==> config.mk <==
export PLATFORM = sky130hd
export DESIGN_NAME = multi_mode_sequence_counter_flat
export DESIGN_NICKNAME = d
export VERILOG_FILES = /design/src/rtl/multi_mode_sequence_counter_if.sv /design/src/rtl/multi_mode_sequence_counter.sv /design/src/flat_wrapper.sv
export SDC_FILE = /design/constraint.sdc
export NUM_CORES = 1
export LEC_CHECK = 0
export BUFFER_PORTS_ARGS = -buffer_cell sky130_fd_sc_hd__buf_2
export CORE_UTILIZATION = 52
export DETAILED_ROUTE_END_ITERATION = 10
export PLACE_DENSITY = 0.83
export SKIP_LAST_GASP = 1
export SLEW_MARGIN = 15
export SYNTH_ARGS = -nofsm -noshare
export SYNTH_HDL_FRONTEND = slang
export SYNTH_SLANG_ARGS = --single-unit
==> constraint.sdc <==
create_clock -name clk -period 2.4 [get_ports clk]
set_clock_uncertainty 0.2 [all_clocks]
set_input_delay 0.48 -clock clk [delete_from_list [all_inputs] [get_ports clk]]
set_output_delay 0.48 -clock clk [all_outputs]
set_load 0.02 [all_outputs]
==> src/rtl/multi_mode_sequence_counter_if.sv <==
// Bus bundle for multi_mode_sequence_counter: control inputs and sequence outputs.
// The master side drives en/load/load_val/mode; the slave (the counter) drives counter/tc/wrap.
interface multi_mode_sequence_counter_if #(
  parameter int WIDTH = 4
);
  logic             en;
  logic             load;
  logic [WIDTH-1:0] load_val;
  logic [2:0]       mode;
  logic [WIDTH-1:0] counter;
  logic             tc;
  logic             wrap;

  modport master (
    output en, load, load_val, mode,
    input  counter, tc, wrap
  );

  modport slave (
    input  en, load, load_val, mode,
    output counter, tc, wrap
  );
endinterface

==> src/rtl/multi_mode_sequence_counter.sv <==
// Multi-mode sequence counter: binary up/down, Gray, Johnson from one state register.
// Optional Fibonacci LFSR in mode 100 when SEQ_CNT_LFSR_EN is defined (WIDTH 3..8 only).
module multi_mode_sequence_counter #(
  parameter int WIDTH     = 4,
  parameter int MAX_COUNT = (1 << WIDTH) - 1
) (
  input logic                       clk,
  input logic                       reset,
  multi_mode_sequence_counter_if.slave bus
);

  typedef enum logic [2:0] {
    MODE_UP      = 3'b000,
    MODE_DOWN    = 3'b001,
    MODE_GRAY    = 3'b010,
    MODE_JOHNSON = 3'b011,
    MODE_LFSR    = 3'b100,
    MODE_HOLD5   = 3'b101,
    MODE_HOLD6   = 3'b110,
    MODE_HOLD7   = 3'b111
  } mode_e;

  localparam logic [WIDTH-1:0] MAX_VAL    = WIDTH'(MAX_COUNT);
  localparam logic [WIDTH-1:0] ALL_ONES   = {WIDTH{1'b1}};
  localparam logic [WIDTH-1:0] ONE        = {{(WIDTH-1){1'b0}}, 1'b1};
  localparam logic [WIDTH-1:0] JOHNSON_TC = {1'b1, {(WIDTH-1){1'b0}}};

  logic [WIDTH-1:0] state;
  logic [WIDTH-1:0] state_nxt;
  mode_e            mode_q;
  mode_e            mode_nxt;
  logic             wrap_q;
  logic             wrap_nxt;
  logic [WIDTH-1:0] johnson_next;

`ifdef SEQ_CNT_LFSR_EN
  localparam bit LFSR_ON = (WIDTH >= 3) && (WIDTH <= 8);

  logic             lfsr_fb;
  logic [WIDTH-1:0] lfsr_next;

  // Maximal-length tap sets; widths without a table entry never enable the LFSR.
  generate
    if (WIDTH == 3) begin : g_taps3
      assign lfsr_fb = state[2] ^ state[1];
    end else if (WIDTH == 4) begin : g_taps4
      assign lfsr_fb = state[3] ^ state[2];
    end else if (WIDTH == 5) begin : g_taps5
      assign lfsr_fb = state[4] ^ state[2];
    end else if (WIDTH == 6) begin : g_taps6
      assign lfsr_fb = state[5] ^ state[4];
    end else if (WIDTH == 7) begin : g_taps7
      assign lfsr_fb = state[6] ^ state[5];
    end else if (WIDTH == 8) begin : g_taps8
      assign lfsr_fb = state[7] ^ state[5] ^ state[4] ^ state[3];
    end else begin : g_taps_none
      assign lfsr_fb = 1'b0;
    end
  endgenerate

  assign lfsr_next = {state[WIDTH-2:0], lfsr_fb};
`else
  localparam bit LFSR_ON = 1'b0;
`endif

  assign johnson_next = {state[WIDTH-2:0], ~state[WIDTH-1]};

  function automatic logic is_hold(input mode_e m);
    logic hold;
    hold = 1'b0;
    case (m)
      MODE_LFSR:                          hold = !LFSR_ON;
      MODE_HOLD5, MODE_HOLD6, MODE_HOLD7: hold = 1'b1;
      default:                            hold = 1'b0;
    endcase
    return hold;
  endfunction

  // Value the state takes when a new mode is entered; the LFSR must never sit at zero.
  function automatic logic [WIDTH-1:0] entry_value(input mode_e m);
    logic [WIDTH-1:0] v;
    v = '0;
    if (m == MODE_LFSR && LFSR_ON) begin
      v = ALL_ONES;
    end
    return v;
  endfunction

  function automatic logic [WIDTH-1:0] clamp(input logic [WIDTH-1:0] v);
    return (v > MAX_VAL) ? MAX_VAL : v;
  endfunction

  always_ff @(posedge clk or negedge reset) begin
    if (!reset) begin
      state  <= '0;
      mode_q <= MODE_UP;
      wrap_q <= 1'b0;
    end else begin
      state  <= state_nxt;
      mode_q <= mode_nxt;
      wrap_q <= wrap_nxt;
    end
  end

  // Priority: mode change, then load, then en; hold modes ignore both load and en.
  always_comb begin
    state_nxt = state;
    mode_nxt  = mode_q;
    wrap_nxt  = 1'b0;
    if (bus.mode != mode_q) begin
      mode_nxt  = mode_e'(bus.mode);
      state_nxt = entry_value(mode_e'(bus.mode));
    end else if (is_hold(mode_q)) begin
      state_nxt = state;
    end else if (bus.load) begin
      case (mode_q)
        MODE_UP, MODE_DOWN, MODE_GRAY: state_nxt = clamp(bus.load_val);
        MODE_JOHNSON:                  state_nxt = bus.load_val;
`ifdef SEQ_CNT_LFSR_EN
        MODE_LFSR:                     state_nxt = (bus.load_val == '0) ? ALL_ONES : bus.load_val;
`endif
        default:                       state_nxt = state;
      endcase
    end else if (bus.en) begin
      case (mode_q)
        MODE_UP, MODE_GRAY: begin
          if (state == MAX_VAL) begin
            state_nxt = '0;
            wrap_nxt  = 1'b1;
          end else begin
            state_nxt = state + ONE;
          end
        end
        MODE_DOWN: begin
          if (state == '0) begin
            state_nxt = MAX_VAL;
            wrap_nxt  = 1'b1;
          end else begin
            state_nxt = state - ONE;
          end
        end
        MODE_JOHNSON: begin
          state_nxt = johnson_next;
          wrap_nxt  = (johnson_next == '0);
        end
`ifdef SEQ_CNT_LFSR_EN
        MODE_LFSR: begin
          state_nxt = lfsr_next;
          wrap_nxt  = (lfsr_next == ALL_ONES);
        end
`endif
        default: state_nxt = state;
      endcase
    end
  end

  always_comb begin
    bus.counter = state;
    bus.tc      = 1'b0;
    case (mode_q)
      MODE_UP:      bus.tc = (state == MAX_VAL);
      MODE_DOWN:    bus.tc = (state == '0);
      MODE_GRAY: begin
        bus.counter = state ^ (state >> 1);
        bus.tc      = (state == MAX_VAL);
      end
      MODE_JOHNSON: bus.tc = (state == JOHNSON_TC);
      default:      bus.tc = 1'b0;
    endcase
  end

  assign bus.wrap = wrap_q;

endmodule

==> src/flat_wrapper.sv <==
// flat-port wrapper written by rule: the top's interface ports become plain ports
module multi_mode_sequence_counter_flat 
#(
  parameter int WIDTH     = 4,
  parameter int MAX_COUNT = (1 << WIDTH) - 1
)
  (clk, reset, bus_en, bus_load, bus_load_val, bus_mode, bus_counter, bus_tc, bus_wrap);
  multi_mode_sequence_counter_if #(.WIDTH(WIDTH)) bus_i ();
  input logic clk;
  input logic reset;
  input wire logic [$bits(bus_i.en)-1:0] bus_en;
  input wire logic [$bits(bus_i.load)-1:0] bus_load;
  input wire logic [$bits(bus_i.load_val)-1:0] bus_load_val;
  input wire logic [$bits(bus_i.mode)-1:0] bus_mode;
  output wire logic [$bits(bus_i.counter)-1:0] bus_counter;
  output wire logic [$bits(bus_i.tc)-1:0] bus_tc;
  output wire logic [$bits(bus_i.wrap)-1:0] bus_wrap;
  assign bus_i.en = bus_en;
  assign bus_i.load = bus_load;
  assign bus_i.load_val = bus_load_val;
  assign bus_i.mode = bus_mode;
  assign bus_counter = bus_i.counter;
  assign bus_tc = bus_i.tc;
  assign bus_wrap = bus_i.wrap;
  multi_mode_sequence_counter #(.WIDTH(WIDTH), .MAX_COUNT(MAX_COUNT)) u_core (.clk(clk), .reset(reset), .bus(bus_i));
endmodule
# Word-level counts from Yosys, hierarchy flattened
# Cells that the tools add are included.
# totals
regBits,8
inputBits,11
output_inout_bits,6
elab_cells,49
# classes
addsub,2
n_lt_le_gt_ge,1
eq_ne,12
mux,20
bitwise_logic,2
reduce_logical,9
# ops
cell,n
$mux W4,8
$eq A3 B3 Y1 const B,4
$pmux W4 S3,1
$eq A4 B4 Y1 const B,2
$logic_not A4 Y1,2
$mux W1,8
$pmux W4 S2,1
$eq A3 B2 Y1 const B,2
$pmux W1 S3,2
$reduce_bool A5 Y1,1
$add A4 B1 Y4 const B,1
$gt A4 B4 Y1 const B,1
$ne A4 B1 Y1 const B,1
$reduce_and A4 Y1,1
$reduce_or A4 Y1,1
$sub A4 B1 Y4 const B,1
$xor A4 B3 Y4,1
$eq A3 B1 Y1 const B,1
$logic_not A3 Y1,1
$ne A3 B3 Y1,1
$reduce_bool A3 Y1,1
$reduce_or A3 Y1,1
$ne A2 B1 Y1 const B,1
$reduce_or A2 Y1,1
$not A1 Y1,1

# Longest topological paths before layout
# Gate-level depths: netlist of run 1.
# logic_depth
word_depth,7
mapped_depth,6
depth_no_buf,6

# Worst setup path before layout of run 1
# No wires, ideal clock.
# synth_path
path_kind,flip-flop to output port
start,register u_core.state[3]
end,output port bus_tc
arrival_ns,1.308
required_time_ns,1.720
slack_ns,0.412
path_stages_with_launch,6
path_buffers,0
cell_sequence,dfrtp_1 > inv_1 > ha_1 > nand4b_1 > a21oi_1 > a41o_1
# synth_via
elab_chain_cells,2
elab_cells_between_ends,4
classes_between,eq/ne (2); mux (1); reduce/logical (1)
# synth_lines
item,line,rtl
from (decl),multi_mode_sequence_counter.sv:28,logic [WIDTH-1:0] state;
from (signal assigned),multi_mode_sequence_counter.sv:99,state <= state_nxt;
"$eq A4 B4 Y1, or another cell as far along",multi_mode_sequence_counter.sv:167,MODE_JOHNSON: bus.tc = (state == JOHNSON_TC);
$pmux W1 S3 *,multi_mode_sequence_counter.sv:160,case (mode_q)
to (decl),flat_wrapper.sv:16,output wire logic [$bits(bus_i.tc)-1:0] bus_tc;
# Mark *: on every way between the ends. The rest lies on a longest branch, timed or not.

# Worst setup path in the final report of run 1
# layout_path
start,register u_core.state[2]
end,output port bus_tc
# The elaborated chain is that of the path after synthesis.

==> out/metrics.csv, run 1 <==
stage,metric,value,unit
outcome,outcome,finished clean,
die,die-width,39.8,um
place,dp.cells,111,
drt,wl_per_cell,16.1,um
clocking,ctsRootBufferMaster,clkbuf_4,
yosys,yosys.area.top_type_share,26.9,%
timing,slew_viol_final,0,
yosys,seq_area_frac_synth,26.9,%
critical_path,rr_endpoint,u_core.state[3]$_DFFE_PN0P_,
cells_and_area,finish.net_count,122,
critical_path,endpoint_kind,output port,
timing,rsz0062_at_grt,true,
yosys,synth_edf_count,0,
die,die_height,39.8,um
clocking,cts_tree,done,
min_path,hold_depth,1,
place,portBuffers,16,
clocking,ctsLongestPathBuffers,2,
yosys,post-synth-top-area-cell,dfrtp_1,
power,power.density,392,nW/um^2
critical_path,worstPathCellList,inv_2 -> ha_1 -> nand4b_1 -> a21oi_2 -> a41o_1 -> buf_2,
cells_and_area,diodes,0,
cells_and_area,fin_util,66.8,%
die,num_rows,13,
critical_path,worstPathArrival,1640,ps
timing,setup_viol,0,
cells_and_area,fillCellCount,108,
timing,holdWs,149,ps
drt,ant_nets,0,
global_routing,grt_overflow_total,0,
critical_path,cp_max_fo,8,
cells_and_area,area_growth,18.4,%
place,preCtsSetupSlack,256,ps
place,gp_congestion,0.980,
min_path,min_path_type,input port to flip-flop,
critical_path,critPathCapture,bus_tc,
place,dp_hpwl,1.37,mm
timing,setup_slack,81.4,ps
die,initial_core_util,56.4,%
yosys,mappedNetlistArea,743,um^2
global_routing,grt_pass1_wl,2.86,mm
die,ios,17,
die,core-area,1320,um^2
cells_and_area,final-seq-area,200,um^2
yosys,synth-seq-cells,8,
yosys,syn_inst,83,
critical_path,r2r-start,u_core.state[3]$_DFFE_PN0P_,
timing,slew_headroom,70.4,%
drt,drc_errors,0,
die,die_area,1580,um^2
global_routing,grt.total_usage,27.8,%
yosys,async_reset_ff_share,100,%
critical_path,start_kind,flip-flop,
critical_path,crit_type,flip-flop to output port,
yosys,syn_nets,103,
drt,drt_wl_total,1.85,mm
critical_path,r2r_cells,6,
job,maxCapViolations,0,
yosys,avgSynthCellArea,8.95,um^2
drt,dr.pass1.iters,4,
critical_path,crit_buf_inv,2,
power,power.leakage,0.412,nW
yosys,synth_common_cells,"9 x ha_1, 8 x dfrtp_1, 7 x nand2_1",
clocking,cts_buffers,3,
timing,finalCritPeriodShare,96.6,%
drt,via_count,710,
global_routing,grt_max_degree,11,
clocking,clock-sinks,8,
global_routing,antenna_found_initial,0,
critical_path,path_delay_family,flip-flops,
critical_path,cp_data_required_time,1720,ps
cells_and_area,multi_input_area,503,um^2
cells_and_area,instances_no_fill,115,
critical_path,setup.worst_path.start,u_core.state[2]$_DFFE_PN0P_,
timing,period_minus_slack,2320,ps
power,irDropWorstVdd,262,uV
clocking,htreeDepth,1,
critical_path,r2r_setup_slack,440,ps
drt,first_iter_violations,29,
critical_path,path_depth,6,
clocking,insertion_delay,260,ps
clocking,clkTransAtPathRegs,50,ps
yosys,yosys_warnings,0,
critical_path,max_stage_delay,450,ps
global_routing,grt_pass1_vias,625,
drt,vias_per_cell,6.17,
yosys,synth_area_leaders,"dfrtp_1 27%, ha_1 15%, a21oi_1 4.0%, a221oi_2 4.0%, nand2_1 3.5%",
timing,worst_pin_slew,443,ps
yosys,synth.most_common_cell,ha_1,
yosys,synthFlopType,dfrtp_1,
yosys,ys_types,35,
timing,hold_violations,0,
timing,fmax,431,MHz
cells_and_area,drive_gt1_share,33.0,%
critical_path,slowest_stage,dfrtp_1,
## report_power, final
group | switching, mW | internal, mW | total (mW)
Sequential | 0.00878 | 0.140 | 0.149
Clock | 0.0463 | 0.0572 | 0.104
Combinational | 0.0551 | 0.0379 | 0.0930
## layer usage
layer | GRT usage [%] | share of wire, % | vias to the layer above
li1 | - | - | 334
met1 | 37.0 | 42 | 335
met2 | 43.0 | 49 | 39
met3 | 10.2 | 8.1 | 2
met4 | 4.31 | 0.97 | 0
met5 | 0 | 0 | -
## what timing repair did
action	4_1_cts	5_1_grt
endpoints found under the hold margin	8	0
buffers inserted	0	0
hold buffers	1	0
resized for setup	1	3
setup endpoints to repair	1	4
## cell usage in the layout, fill, tap and decap left out, types with 2 or more instances in the layout
cell and count:
a221oi_2 2, buf_2 16, a21oi_1 5, nand2_1 7, a21oi_2 2, o21ai_0 4
inv_1 3, nor2b_1 2, nand3_1 2, buf_4 3, inv_2 3, a31oi_1 3
xor2_1 3, clkbuf_4 3, xnor2_1 3, dfrtp_1 8, a211oi_1 2, o211ai_1 2
ha_1 9
## cells by family after synthesis
| group | share of synthesized area, % |
|---|---|
| adder cells (fa/ha/maj) | 15.2 |
| buffers and inverters | 6.56 |
| AO/OA/AOI/OAI | 27.6 |
| flip-flops | 26.9 |
| XOR/XNOR | 7.07 |
| multiplexers | 1.35 |
| AND/OR/NAND/NOR | 15.3 |
## final cells by class
type,count,area share [%]
clock buffers,3,2.56
inverters,6,2.56
multi-input cells,63,57.2
flip-flops and latches,8,22.8
well taps,15,2.13
repair buffers,20,12.8
## sequential cells by signal, summed over array words and instances, names as in the netlist
register,flops
u_core.state,4
u_core.mode_q,3
u_core.bus.wrap,1
## worst reg2reg max path: cells and delay by family, from the launching register on
family / cells / cell delay (ps)
AO/OA/AOI/OAI: 3 / 720
flip-flops: 1 / 460
adder cells (fa/ha/maj): 1 / 230
buffers and inverters: 1 / 130
AND/OR/NAND/NOR: 1 / 90
## how the worst min path moves through the flow
stage / startpoint / end
after floorplan: reset / u_core.bus.wrap$_DFF_PN0_
after CTS: bus_mode[0] / u_core.mode_q[0]$_DFFE_PN0N_
final: bus_mode[0] / u_core.mode_q[0]$_DFFE_PN0N_
after detailed placement: reset / u_core.mode_q[2]$_DFFE_PN0N_
after global routing: bus_mode[0] / u_core.mode_q[0]$_DFFE_PN0N_
after global placement: reset / u_core.mode_q[0]$_DFFE_PN0N_
## per-stage QoR
stage / cell area (um^2) / setup TNS [ps] / power (mW)
floorplan: 743 / 0 / 0.209
global placement: 838 / 0 / 0.237
detailed placement: 838 / 0 / 0.239
CTS: 871 / 0 / 0.346
global route: 880 / -16.5 / 0.365
finish: 880 / 0 / 0.345
Note: power is estimated with default switching activity, not from simulation.
==> run 2: changes to the inputs <==
--- a/config.mk
+++ b/config.mk
@@ -6,9 +6,10 @@
 export NUM_CORES = 1
 export LEC_CHECK = 0
 export BUFFER_PORTS_ARGS = -buffer_cell sky130_fd_sc_hd__buf_2
-export CORE_UTILIZATION = 52
+export CORE_UTILIZATION = 34
+export CTS_BUF_LIST = sky130_fd_sc_hd__clkbuf_8
 export DETAILED_ROUTE_END_ITERATION = 10
-export PLACE_DENSITY = 0.83
+export PLACE_DENSITY = 0.61
 export SKIP_LAST_GASP = 1
 export SLEW_MARGIN = 15
 export SYNTH_ARGS = -nofsm -noshare
==> run 2 against run 1 <==
Highest routed layer unchanged. Critical path depth did not move. Hold slack improved by 41 ps. Final cell count rose by 10%. Die area rose by 50%. Worst setup slack improved by 52 ps. Critical endpoint unchanged. Clock-buffer cell count did not move. Maximum frequency rose by 2.3%. Largest power group is now clock. Via count fell by 0.42%. Flip-flop and latch count did not move. Routed wire length fell by 3.4%. Sequential power barely moved. First-iteration DRC count fell by 34%.
==> out/metrics.csv, run 2 (same netlist as run 1, synthesis figures left out) <==
stage,metric,value,unit,change
timing,final.setup.tns,0,ps,unchanged
power,power.leakage,0.418,nW,was 0.412 nW
place,dpl-instance-area,853,um^2,was 838 um^2
global_routing,grt.total_usage,16.6,%,was 27.8%
drt,ant_nets,0,,unchanged
drt,m1WireLength,761,um,was 775 um
clocking,clock-sinks,8,,unchanged
global_routing,grt_max_degree,10,,was 11
drt,vias_per_cell,5.57,,was 6.17
timing,finalCritPeriodShare,94.4,%,was 96.6%
critical_path,endpoint_kind,output port,,unchanged
min_path,min_path_type,input port to flip-flop,,unchanged
clocking,ctsRootBufferMaster,clkbuf_8,,was clkbuf_4
power,power.share.switching,27.7,%,was 31.9%
critical_path,cp_max_fo,8,,unchanged
timing,slew_viol_final,0,,unchanged
die,initial_core_util,37.1,%,was 56.4%
power,total_power,0.397,mW,was 0.345 mW
cells_and_area,finish.net_count,122,,unchanged
cells_and_area,largest_reg_flops,4,,unchanged
timing,worst_pin_slew,430,ps,was 443 ps
global_routing,grt_overflow_total,0,,unchanged
min_path,hp-start,bus_mode[2],,was bus_mode[0]
die,num_rows,16,,was 13
cells_and_area,top_register,u_core.state,,unchanged
die,die_area,2380,um^2,was 1580 um^2
drt,dr.pass1.iters,4,,unchanged
clocking,insertion_delay,230,ps,was 260 ps
cells_and_area,final_common_cell,buf_2,,unchanged
outcome,outcome,finished clean,,unchanged
power,irDropWorstVdd,299,uV,was 262 uV
drt,drc_errors,0,,unchanged
power,p_seq_share,37.6,%,was 43.1%
cells_and_area,mostFrequentLayoutCells,"16 x buf_2, 9 x ha_1, 7 x nand2_1, 7 x dfrtp_1, 5 x a21oi_1",,"was 16 x buf_2, 9 x ha_1, 8 x dfrtp_1, 7 x nand2_1, 5 x a21oi_1"
critical_path,crit_type,flip-flop to output port,,unchanged
drt,via_count,707,,was 710
critical_path,r2r-start,u_core.state[3]$_DFFE_PN0P_,,unchanged
power,power.density,436,nW/um^2,was 392 nW/um^2
timing,fmax,441,MHz,was 431 MHz
critical_path,max_stage_delay,420,ps,was 450 ps
cells_and_area,fin_util,45.4,%,was 66.8%
critical_path,cp_data_required_time,1720,ps,about the same
global_routing,grt_pass1_wl,3.04,mm,was 2.86 mm
power,p_sw,0.110,mW,about the same
drt,highest_layer,met4,,unchanged
critical_path,r2r_cells,6,,unchanged
die,core-area,2000,um^2,was 1320 um^2
die,die_height,48.8,um,was 39.8 um
power,clkPwrFrac,39.4,%,was 30.0%
min_path,hold_depth,1,,unchanged
timing,hold_violations,0,,unchanged
drt,first_iter_violations,19,,was 29
clocking,cts_buffers,3,,unchanged
timing,setup_viol,0,,unchanged
place,dp_hpwl,1.42,mm,was 1.37 mm
critical_path,start_kind,flip-flop,,unchanged
cells_and_area,design_area,910,um^2,was 880 um^2
clocking,postCtsSetupBuffers,0,,unchanged
die,ios,17,,unchanged
cells_and_area,drive_gt1_share,34.0,%,was 33.0%
global_routing,grt_pass1_vias,676,,was 625
clocking,htreeDepth,1,,unchanged
cells_and_area,area_growth,22.4,%,was 18.4%
critical_path,worstPathArrival,1590,ps,was 1640 ps
cells_and_area,fillCellCount,203,,was 108
timing,slew_headroom,71.3,%,was 70.4%
power,p_int,0.287,mW,was 0.235 mW
drt,dr_wl_met2,831,um,was 908 um
die,die-width,48.8,um,was 39.8 um
drt,wl_met3,144,um,was 150 um
drt,wl_per_cell,14.1,um,was 16.1 um
clocking,cts_tree,done,,unchanged
clocking,clkTransAtPathRegs,40,ps,was 50 ps
job,maxCapViolations,0,,unchanged
critical_path,slowest_stage,dfrtp_1,,unchanged
drt,drt_wl_total,1.79,mm,was 1.85 mm
place,portBuffers,16,,unchanged
global_routing,antenna_found_initial,0,,unchanged
power,combPwrFrac,23.0,%,was 26.9%
place,gp_congestion,0.914,,was 0.980
critical_path,setup.worst_path.start,u_core.state[2]$_DFFE_PN0P_,,unchanged
clocking,ctsLongestPathBuffers,2,,unchanged
timing,period_minus_slack,2270,ps,was 2320 ps
cells_and_area,diodes,0,,unchanged
critical_path,worstPathCellList,inv_2 -> ha_1 -> nand4b_1 -> a21oi_2 -> a41o_1 -> buf_2,,unchanged
[run 2: worst paths after layout]
| path | end | slack [ps] |
|---|---|---|
| hold reg to reg | u_core.state[1]$_DFFE_PN0P_ | 410 |
| setup reg to reg | u_core.state[3]$_DFFE_PN0P_ | 470 |
| hold / removal | u_core.mode_q[2]$_DFFE_PN0N_ | 190 |
| setup / recovery | bus_tc | 130 |
| min in group asynchronous | u_core.bus.wrap$_DFF_PN0_ | 420 |
| max in group asynchronous | u_core.state[3]$_DFFE_PN0P_ | 1400 |
[run 2: stage by stage]
step	cells	hold WS [ps]	setup WS, ps
floorplan	83	-15.6	412
global placement	123	132	313
detailed placement	123	133	259
CTS	127	187	19.3
global route	127	183	-11.0
finish	127	190	133
[run 2: area by class of cell]
type / count / area (um^2) / area share, %
multi-input combinational: 63 / 498 / 54.7
timing repair buffer: 20 / 113 / 12.4
sequential: 8 / 201 / 22.1
clock buffer: 3 / 41.3 / 4.54
inverter: 6 / 22.5 / 2.48
tap: 27 / 33.8 / 3.71
[run 2: metal layers]
metal	vias to the layer above	global-route usage, %
met3	8	2.83
met1	319	21.5
met2	45	25.7
li1	335	-
met4	0	9.80
met5	-	0
[run 2: timing repair]
item / CTS / global route
hold buffers: 1 / 0
gates resized for setup: 0 / 5
setup endpoints to repair: 0 / 1
hold endpoints to repair: 8 / 0
[run 2: worst max-delay path: cells and delay by family, from the launching register on]
family	cells	cell delay, ps
buffers and inverters	2	320
adders and majority gates	1	210
AOI/OAI and AO/OA	2	290
DFF	1	420
and+or+nand+nor	1	120
[run 2: power groups by stage]
stage / logic, mW / registers (mW) / clock network (mW)
after global routing: 0.102 / 0.150 / 0.173
final: 0.0913 / 0.149 / 0.156
after floorplan: 0.0608 / 0.148 / 0
after global placement: 0.0896 / 0.150 / 0
after CTS: 0.0907 / 0.148 / 0.162
after detailed placement: 0.0885 / 0.150 / 0
